## config.mk

```make
export PLATFORM = sky130hd
export DESIGN_NAME = mc_ctrl
export DESIGN_NICKNAME = d
export VERILOG_FILES = /design/src/rtl/mc_ctrl.sv
export SDC_FILE = /design/constraint.sdc
export NUM_CORES = 1
export LEC_CHECK = 0
export CORE_MARGIN = 1.5
export CORE_UTILIZATION = 30
export CTS_CLUSTER_DIAMETER = 40
export CTS_CLUSTER_SIZE = 16
export DETAILED_ROUTE_END_ITERATION = 12
export GPL_ROUTABILITY_DRIVEN = 1
export PLACE_DENSITY = 0.58
export SETUP_SLACK_MARGIN = 0.1
export SYNTH_ARGS = -nofsm -noshare
export SYNTH_HDL_FRONTEND = slang
export SYNTH_SLANG_ARGS = --single-unit
```

## constraint.sdc

```tcl
create_clock -name clk -period 3.5 [get_ports clk]
set_clock_uncertainty 0.05 [all_clocks]
set_input_delay 0.7 -clock clk [delete_from_list [all_inputs] [get_ports clk]]
set_output_delay 0.7 -clock clk [all_outputs]
set_load 0.005 [all_outputs]
```

## src/rtl/mc_ctrl.sv

```systemverilog
// mc_ctrl: multi-cycle control FSM for the MIPS datapath.
// Each instruction is sequenced through FETCH/DECODE/EXE/MEM/WB, and the
// existing datapath select codes are driven one state at a time. MEM waits on
// the data-memory ready handshake. Illegal opcodes and memory timeouts enter an
// absorbing TRAP state. Retired instructions are counted.
//
// Ports
//   clk, rst            clock, synchronous active-high reset
//   op, funct           ins[31:26], ins[5:0] of the current instruction
//   Zero, OF            ALU flags (Zero goes to npc; OF gates addi writeback)
//   mem_rdy             dm access completes this cycle
//   pc_wr, ir_wr        PC / IR load enables
//   RegWrite, memwr,
//   mem_rd              GPR write enable, dm write strobe, dm read request
//   ALUSrc, ExtOp,
//   Luisel, slt, addi   datapath selects
//   RegDst, MemtoReg,
//   ALUctr, N_pcsel     2-bit datapath select codes
//   trap, trap_code     sticky error flag and cause (01 illegal, 10 timeout)
//   instret             retired-instruction count
module mc_ctrl #(
  parameter int MEM_WAIT_MAX = 15
) (
  input  logic        clk,
  input  logic        rst,
  input  logic [5:0]  op,
  input  logic [5:0]  funct,
  input  logic        Zero,
  input  logic        OF,
  input  logic        mem_rdy,
  output logic        pc_wr,
  output logic        ir_wr,
  output logic        RegWrite,
  output logic        memwr,
  output logic        mem_rd,
  output logic        ALUSrc,
  output logic        ExtOp,
  output logic        Luisel,
  output logic        slt,
  output logic        addi,
  output logic [1:0]  RegDst,
  output logic [1:0]  MemtoReg,
  output logic [1:0]  ALUctr,
  output logic [1:0]  N_pcsel,
  output logic        trap,
  output logic [1:0]  trap_code,
  output logic [31:0] instret
);

  typedef enum logic [2:0] {S_FETCH, S_DECODE, S_EXE, S_MEM, S_WB, S_TRAP} state_t;
  typedef enum logic [3:0] {
    I_ADDU, I_SUBU, I_SLT, I_JR, I_ORI, I_LW, I_SW, I_BEQ,
    I_LUI, I_J, I_JAL, I_ADDI, I_ILL
  } instr_t;

  // The 15th consecutive not-ready cycle in MEM is the one that traps.
  localparam logic [3:0] WAIT_LAST = 4'(MEM_WAIT_MAX - 1);

  state_t     state;
  logic [3:0] wait_cnt;
  instr_t     ins;

  // Zero steers the npc branch mux directly; the FSM itself does not need it.
  logic unused_zero;
  assign unused_zero = Zero;

  function automatic instr_t classify(input logic [5:0] o, input logic [5:0] f);
    instr_t k;
    k = I_ILL;
    case (o)
      6'b000000: begin
        case (f)
          6'b100001: k = I_ADDU;
          6'b100011: k = I_SUBU;
          6'b101010: k = I_SLT;
          6'b001000: k = I_JR;
          default:   k = I_ILL;
        endcase
      end
      6'b001101: k = I_ORI;
      6'b100011: k = I_LW;
      6'b101011: k = I_SW;
      6'b000100: k = I_BEQ;
      6'b001111: k = I_LUI;
      6'b000010: k = I_J;
      6'b000011: k = I_JAL;
      6'b001000: k = I_ADDI;
      default:   k = I_ILL;
    endcase
    return k;
  endfunction

  assign ins = classify(op, funct);

  always_comb begin
    pc_wr    = 1'b0;
    ir_wr    = 1'b0;
    RegWrite = 1'b0;
    memwr    = 1'b0;
    mem_rd   = 1'b0;
    ALUSrc   = 1'b0;
    ExtOp    = 1'b0;
    Luisel   = 1'b0;
    slt      = 1'b0;
    addi     = 1'b0;
    RegDst   = 2'b00;
    MemtoReg = 2'b00;
    ALUctr   = 2'b00;
    N_pcsel  = 2'b00;

    // ALU selects are held across EXE, MEM and WB of the same instruction.
    if (state == S_EXE || state == S_MEM || state == S_WB) begin
      case (ins)
        I_SUBU, I_BEQ: ALUctr = 2'b01;
        I_SLT:         begin ALUctr = 2'b01; slt = 1'b1; end
        I_ORI:         begin ALUSrc = 1'b1; ALUctr = 2'b10; end
        I_LUI:         begin ALUSrc = 1'b1; Luisel = 1'b1; ALUctr = 2'b10; end
        I_ADDI:        begin ALUSrc = 1'b1; ExtOp = 1'b1; addi = 1'b1; end
        I_LW, I_SW:    begin ALUSrc = 1'b1; ExtOp = 1'b1; end
        default:       ;
      endcase
    end

    case (state)
      S_FETCH: ir_wr = 1'b1;
      S_DECODE: begin
        case (ins)
          I_J:   begin pc_wr = 1'b1; N_pcsel = 2'b10; end
          I_JR:  begin pc_wr = 1'b1; N_pcsel = 2'b11; end
          I_JAL: begin
            RegWrite = 1'b1; RegDst = 2'b10; MemtoReg = 2'b10;
            pc_wr = 1'b1; N_pcsel = 2'b10;
          end
          default: ;
        endcase
      end
      S_EXE: begin
        if (ins == I_BEQ) begin
          pc_wr   = 1'b1;
          N_pcsel = 2'b01;
        end
      end
      S_MEM: begin
        mem_rd = (ins == I_LW);
        memwr  = (ins == I_SW);
        if (ins == I_SW && mem_rdy) pc_wr = 1'b1;
      end
      S_WB: begin
        pc_wr    = 1'b1;
        RegWrite = !(ins == I_ADDI && OF);
        if (ins == I_ADDU || ins == I_SUBU || ins == I_SLT) RegDst = 2'b01;
        if (ins == I_LW) MemtoReg = 2'b01;
      end
      default: ;
    endcase
  end

  always_ff @(posedge clk) begin
    if (rst) begin
      state     <= S_FETCH;
      wait_cnt  <= 4'd0;
      instret   <= 32'd0;
      trap      <= 1'b0;
      trap_code <= 2'b00;
    end else begin
      if (pc_wr) instret <= instret + 32'd1;
      case (state)
        S_FETCH: state <= S_DECODE;
        S_DECODE: begin
          if (ins == I_ILL) begin
            state     <= S_TRAP;
            trap      <= 1'b1;
            trap_code <= 2'b01;
          end else if (ins == I_J || ins == I_JR || ins == I_JAL) begin
            state <= S_FETCH;
          end else begin
            state <= S_EXE;
          end
        end
        S_EXE: begin
          if (ins == I_BEQ)                    state <= S_FETCH;
          else if (ins == I_LW || ins == I_SW) state <= S_MEM;
          else                                 state <= S_WB;
        end
        S_MEM: begin
          if (mem_rdy) begin
            wait_cnt <= 4'd0;
            state    <= (ins == I_LW) ? S_WB : S_FETCH;
          end else if (wait_cnt == WAIT_LAST) begin
            wait_cnt  <= 4'd0;
            state     <= S_TRAP;
            trap      <= 1'b1;
            trap_code <= 2'b10;
          end else begin
            wait_cnt <= wait_cnt + 4'd1;
          end
        end
        S_WB:    state <= S_FETCH;
        S_TRAP:  state <= S_TRAP;
        default: state <= S_FETCH;
      endcase
    end
  end

endmodule
```

==> impl_metrics.py <==
metrics = {
    "power": {
        "sw_frac_of_total": 0.2596,
        "clockPowerShare": 0.333,
        "vdd_drop_max_mv": 0.1332,
        "p_total_w": 0.0009749,
        "seq_power_share": 0.503,
        "internal_power_w": 0.0007218,
        "p_switching_w": 0.0002531,
        "p_comb_frac": 0.164,
        "powerDensity_nw_per_um2": 241.8,
        "leakage_nw": 1.433,
    },
    "yosys": {
        "synth_area_per_cell_um2": 7.611,
        "synth_flop_cell": "dfxtp_1",
        "syn_inst": 351,
        "syn-num-nets": 371,
        "synth_seq_cells": 42,
        "synthArstFlopShare": 0,
        "synth-seq-area-share": 0.3148,
        "yosys_warnings": 0,
        "yosysUniqueCellTypes": 57,
        "syn-cell-area_um2": 2671,
        "synth_edf_count": 0,
    },
    "global_routing": {
        "grt_util_met3": 0.02590,
        "antenna_found_initial": 0,
        "grt_use_total": 0.1712,
        "grt_first_pass_wirelength_um": 13770,
        "grt_overflow": 0,
        "grt_pass1_vias": 2841,
        "grt_max_degree": 20,
        "gr-usage-met2": 0.2703,
        "grtUsageMet1": 0.2478,
        "busiest_layer": "met2",
    },
    "route": {
        "drtIter0Drc": 132,
        "drc": 0,
        "drtPass1Iterations": 4,
        "ant_nets": 0,
        "dr_total_vias": 3042,
        "wire_per_inst_um": 14.40,
        "viasPerCell": 5.337,
        "drt-total-wl_um": 8209,
    },
    "timing": {
        "hold_violations": 0,
        "finalSetupViolations": 0,
        "finalSetupTns_ns": 0,
        "fmax_mhz": 301.3,
        "layout_worst_path_cycle_share": 0.9484,
        "slew_headroom": 0.5098,
        "rsz0062_at_grt": "yes",
        "min_period_ns": 3.319,
        "finalMaxSlewViolations": 0,
        "hold_ws_ns": 0.4110,
        "tightestPinTransition_ns": 0.7330,
    },
    "run_status": {
        "status": "completed",
    },
    "clock_tree": {
        "cts_buffer_depth": 2,
        "clk_latency_ns": 0.29,
        "cts_sinks": 42,
        "cts_max_level": 2,
        "tritoncts": "yes",
        "clkTransAtPathRegs_ns": 0.08,
        "cts_buffers": 5,
        "cts-root-buf": "clkbuf_8",
    },
    "floorplan": {
        "initial_core_util": 0.3078,
        "core_area_um2": 8678,
        "io_pins": 70,
        "die_area_um2": 9479,
        "row_count": 34,
        "dieWidth_um": 97.36,
        "die_h_um": 97.36,
    },
    "flow_run": {
        "drv_cap": 0,
    },
    "cells_and_area": {
        "antenna_cells": 0,
        "final_cells": 570,
        "final_area_um2": 4033,
        "drive_above_1_share": 0.2186,
        "nFillCells": 900,
        "final_nets": 481,
        "syn2layout_area_growth_pct": 50.96,
    },
    "placement": {
        "io_buffer_count": 68,
        "dp_cells": 553,
        "placed_cell_area_um2": 3731,
        "place_congestion": 0.8723,
        "hpwl_um": 6082,
    },
    "setup_path": {
        "reg2reg_depth": 9,
        "worstPathMaxFanout": 4,
        "r2r_end": "instret[24]$_SDFFE_PP0P_",
        "setup.worst_path.end_class": "primary output",
        "cp.required_ns": 2.75,
        "critPathLaunchType": "input port",
        "critPathLaunch": "op[5]",
        "crit_end": "slt",
        "worstPathArrival_ns": 2.57,
        "ff2ff_setup_slack_ns": 0.81,
        "r2r_start": "state[0]$_SDFFE_PP0P_",
        "crit_type": "input port to primary output",
    },
    "min_path": {
        "hold_class": "flip-flop to flip-flop",
    },
}
per-layer routing:
| metal | share of wire | vias to the layer above | wire length, um |
|---|---|---|---|
| met5 | 0 | - | 0 |
| met4 | 0.0057 | 0 | 47 |
| met3 | 0.023 | 5 | 188 |
| li1 | - | 1537 | - |
| met1 | 0.50 | 1461 | 4142 |
| met2 | 0.47 | 39 | 3831 |
worst min path at each step:
stage | to | depth (start not counted) | start
after global placement | trap_code[0]$_SDFFE_PP0P_ | 2 | trap_code[0]$_SDFFE_PP0P_
after detailed placement | trap$_SDFFE_PP0P_ | 2 | trap$_SDFFE_PP0P_
after global routing | trap_code[0]$_SDFFE_PP0P_ | 2 | trap_code[0]$_SDFFE_PP0P_
after CTS | trap$_SDFFE_PP0P_ | 2 | trap$_SDFFE_PP0P_
after floorplan | trap_code[0]$_SDFFE_PP0P_ | 2 | trap_code[0]$_SDFFE_PP0P_
final | trap_code[0]$_SDFFE_PP0P_ | 2 | trap_code[0]$_SDFFE_PP0P_
per-stage QoR:
stage | util | setup slack, ns
after floorplan | - | 0.2407
after global placement | 0.4299 | -0.5210
after detailed placement | 0.4299 | -0.5219
after CTS | 0.4579 | 0.0001141
after global routing | 0.4647 | 0.05730
final | 0.4647 | 0.1807
sequential cells by signal (all words and copies together) (netlist names):
signal	flops
instret	32
trap	1
state	3
wait_cnt	4
trap_code	2
area by class of cell:
type                    count  area (um^2)  share of cell area
flip-flops and latches     42        840.8              0.2085
clock inverters             1        5.005            0.001241
clock buffers               7        86.33             0.02141
repair buffers            123         1072              0.2659
well taps                 108        135.1             0.03351
inverters                  11        41.29             0.01024
multi-input cells         278         1852              0.4592
placed cells by master, fill, tap and decap left out, drive strengths merged, types with 2 or more instances in the layout:
cell type / instances
buf: 56
clkdlybuf4s50: 50
dfxtp: 42
a21oi: 37
nand2: 31
nor2: 31
or4: 19
nand3: 18
o21ai: 17
o31ai: 16
or3: 12
clkbuf: 12
inv: 11
nand4: 10
dlygate4sd2: 8
nor3: 7
xnor2: 6
nor2b: 6
and3: 6
nand3b: 4
nand2b: 4
nor4: 4
nand4b: 3
a21o: 3
a22oi: 3
ha: 3
dlymetal6s2s: 3
or2: 3
and2: 2
a21boi: 2
xor2: 2
nor4b: 2
a31oi: 2
a211oi: 2
and4: 2
nor3b: 2
a211o: 2
repair_timing:
| action | in CTS | in global routing |
|---|---|---|
| cloned | 0 | 0 |
| hold buffers | 0 | 0 |
| setup buffers | 8 | 1 |
| resized for setup | 47 | 24 |
| pin swaps | 18 | 16 |
| setup endpoints to repair | 35 | 27 |
cells in the mapped netlist, types with 4 or more instances:
master    number  area share
a21oi_1       37       0.069
and3_1         6       0.014
clkbuf_1      13       0.018
dfxtp_1       42        0.31
inv_1         11       0.015
nand2_1       31       0.044
nand2b_1       4      0.0094
nand3_1       18       0.034
nand3b_1       4       0.011
nand4_1       10       0.023
nor2_1        31       0.044
nor2b_1        6       0.014
nor3_1         7       0.013
o21ai_0       17       0.032
o31ai_1       16       0.045
or3_1         12       0.028
or4_1         18       0.051
xnor2_1        6       0.020
logic make-up after synthesis:
group                    synth area share
XOR/XNOR                          0.02623
buffers and inverters             0.05339
multiplexers                     0.004215
adder cells (fa/ha/maj)           0.01405
AND/OR/NAND/NOR                    0.3560
flip-flops                         0.3148
AO/OA/AOI/OAI                      0.2314
power groups by stage:
| stage | Combinational [W] | Sequential (W) | Clock [W] |
|---|---|---|---|
| 6_report | 0.000160 | 0.000490 | 0.000325 |
| 2_1_floorplan | 0.0000698 | 0.000498 | 0 |
| 3_5_place_dp | 0.000141 | 0.000501 | 0 |
| 4_1_cts | 0.000152 | 0.000490 | 0.000337 |
| 3_3_place_gp | 0.000141 | 0.000502 | 0 |
| 5_1_grt | 0.000174 | 0.000492 | 0.000356 |
critical path, cell delays in order:
cell and delay, ns:
dlygate4sd2_1 0.30, nor4_4 0.27, nand2_2 0.12, buf_4 0.17
or4_1 0.44, nor4b_1 0.29, dlygate4sd2_1 0.28
Note: power is estimated with default switching activity, not from simulation.
==> RTL change, RTL diff (same settings) <==
Encoding of `state_t`: now one-hot (6 bits for 6 states).
--- a/src/rtl/mc_ctrl.sv
+++ b/src/rtl/mc_ctrl.sv
@@ -49,3 +49,3 @@
 
-  typedef enum logic [2:0] {S_FETCH, S_DECODE, S_EXE, S_MEM, S_WB, S_TRAP} state_t;
+  typedef enum logic [5:0] {S_FETCH = 6'b000001, S_DECODE = 6'b000010, S_EXE = 6'b000100, S_MEM = 6'b001000, S_WB = 6'b010000, S_TRAP = 6'b100000} state_t;
   typedef enum logic [3:0] {
Function: same outputs for any inputs over 10 cycles, from zero or initial values and one cycle with rst high; not proved beyond that.
==> RTL change against the unedited design <==
Worst hold slack improved by 0.0057 ns. Sequential cell count increased by 3. Total power increased by 39%. First-iteration DRC count increased by 14%. Synthesized area increased by 36%. Routed wire length increased by 28%. Setup slack got worse by 0.030 ns. Cell area increased by 29%. Sequential power increased by 7.3%. Fmax decreased by 0.90%. Sequential share of layout area decreased by 3.5 points. Die area increased by 35%. Largest power group is now clock. Highest routed layer unchanged.
==> RTL change: results (changes against the unedited design) <==
Post-CTS Setup Bufs=11 (+3); fin cells=708 (+24%); dpl ws=-0.589 ns (-0.0674 ns); grt met2 use=0.278 (+0.00775); adder-cell share of the synthesized area=0.0104 (-0.00370); synth cell count leaders=53 x nor2_1, 45 x dfxtp_1, 37 x nor2b_1, 30 x mux2_1, 26 x nand2_1; vias in the first global route=3564 (+25%); pin count of the biggest net entering global routing=75 (+280%); Worst R2R Setup Slack=0.85 ns (+0.04 ns); Synth cell types=62 (+8.8%); HPWL after DPL=7150 um (+17%); CP arrival=2.60 ns (+0.03 ns); syn_nets=467 (+26%); Max FO, Critical Path=7 (+3); GP Congestion=0.780 (-11%); Worst R2R Start=state[2]$_SDFFE_PP0P_; post-route clock period utilization=0.957 (+0.00864); area fraction in compound gates after synthesis=0.266 (+0.0347); Crit-path slowest cell=or4_4; outcome=completed; post-CTS sizing=63 (+34%); Worst Setup SP=op[0]; met1 Use GR=0.207 (-0.0403); Vias per Instance=5.35 (+0.23%); switching share of power=0.243 (-0.0168); Final nets=584 (+21%); Min Hold Slack=0.417 ns (+0.00572 ns); placed cell count=683 (+24%); dpl cell area=4740 um2 (+27%); top flop regs=instret (32), state (6), wait_cnt (4); XOR/XNOR Fraction of Synth Area=0.00725 (-0.0190); Fillers=1148 (+28%); Worst-Margin Slew=0.761 ns (+0.0280 ns); initial detailed-routing violation count=151 (+14%); first-pass GRT wire length=16900 um (+23%); slowest stage delay, CP=0.52 ns (+0.08 ns); layout cells sized above 1=0.264 (+0.0451)
RTL change: logic make-up (layout without fill, tap and decap cells):
group / count (synthesis) / in the layout
adders and majority gates: 3 / 3
and+or+nand+nor: 207 / 207
buffers and inverters: 42 / 160
AOI/OAI and AO/OA: 117 / 117
xor gates and xnor gates: 3 / 3
DFF: 45 / 45
muxes: 30 / 30
RTL change: final timing paths:
| check | endpoint | cells past startpoint |
|---|---|---|
| setup reg to reg | instret[29]$_SDFFE_PP0P_ | 8 |
| hold reg to reg | trap_code[0]$_SDFFE_PP0P_ | 2 |
| hold / removal | trap_code[0]$_SDFFE_PP0P_ | 2 |
| setup / recovery | RegWrite | 11 |
RTL change: worst max-delay path: cells and delay by family:
family | cells | cell delay, ns
buffers and inverters | 5 | 0.60
AND/OR/NAND/NOR | 2 | 0.67
AO/OA/AOI/OAI | 4 | 0.62
RTL change: per-layer routing:
| metal | share of wire | routed length (um) |
|---|---|---|
| met5 | 0 | 0 |
| met1 | 0.47 | 4910 |
| met4 | 0.0087 | 91 |
| met3 | 0.038 | 397 |
| met2 | 0.48 | 5080 |
RTL change: cell type report:
type,count,area [um2],area share
Multi-Input combinational cell,360,2640,0.509
Timing Repair Buffer,146,1250,0.242
Sequential cell,45,901,0.174
Tap cell,143,179,0.0345
Clock buffer,5,125,0.0241
Clock inverter,3,65.1,0.0125
Inverter,6,22.5,0.00434
RTL change: power by group through the flow:
stage | Sequential [mW] | Combinational (mW) | Clock (mW)
after floorplan | 0.536 | 0.104 | 0
after global placement | 0.537 | 0.185 | 0
after detailed placement | 0.538 | 0.188 | 0
after CTS | 0.526 | 0.203 | 0.628
after global routing | 0.527 | 0.232 | 0.644
final | 0.526 | 0.215 | 0.617
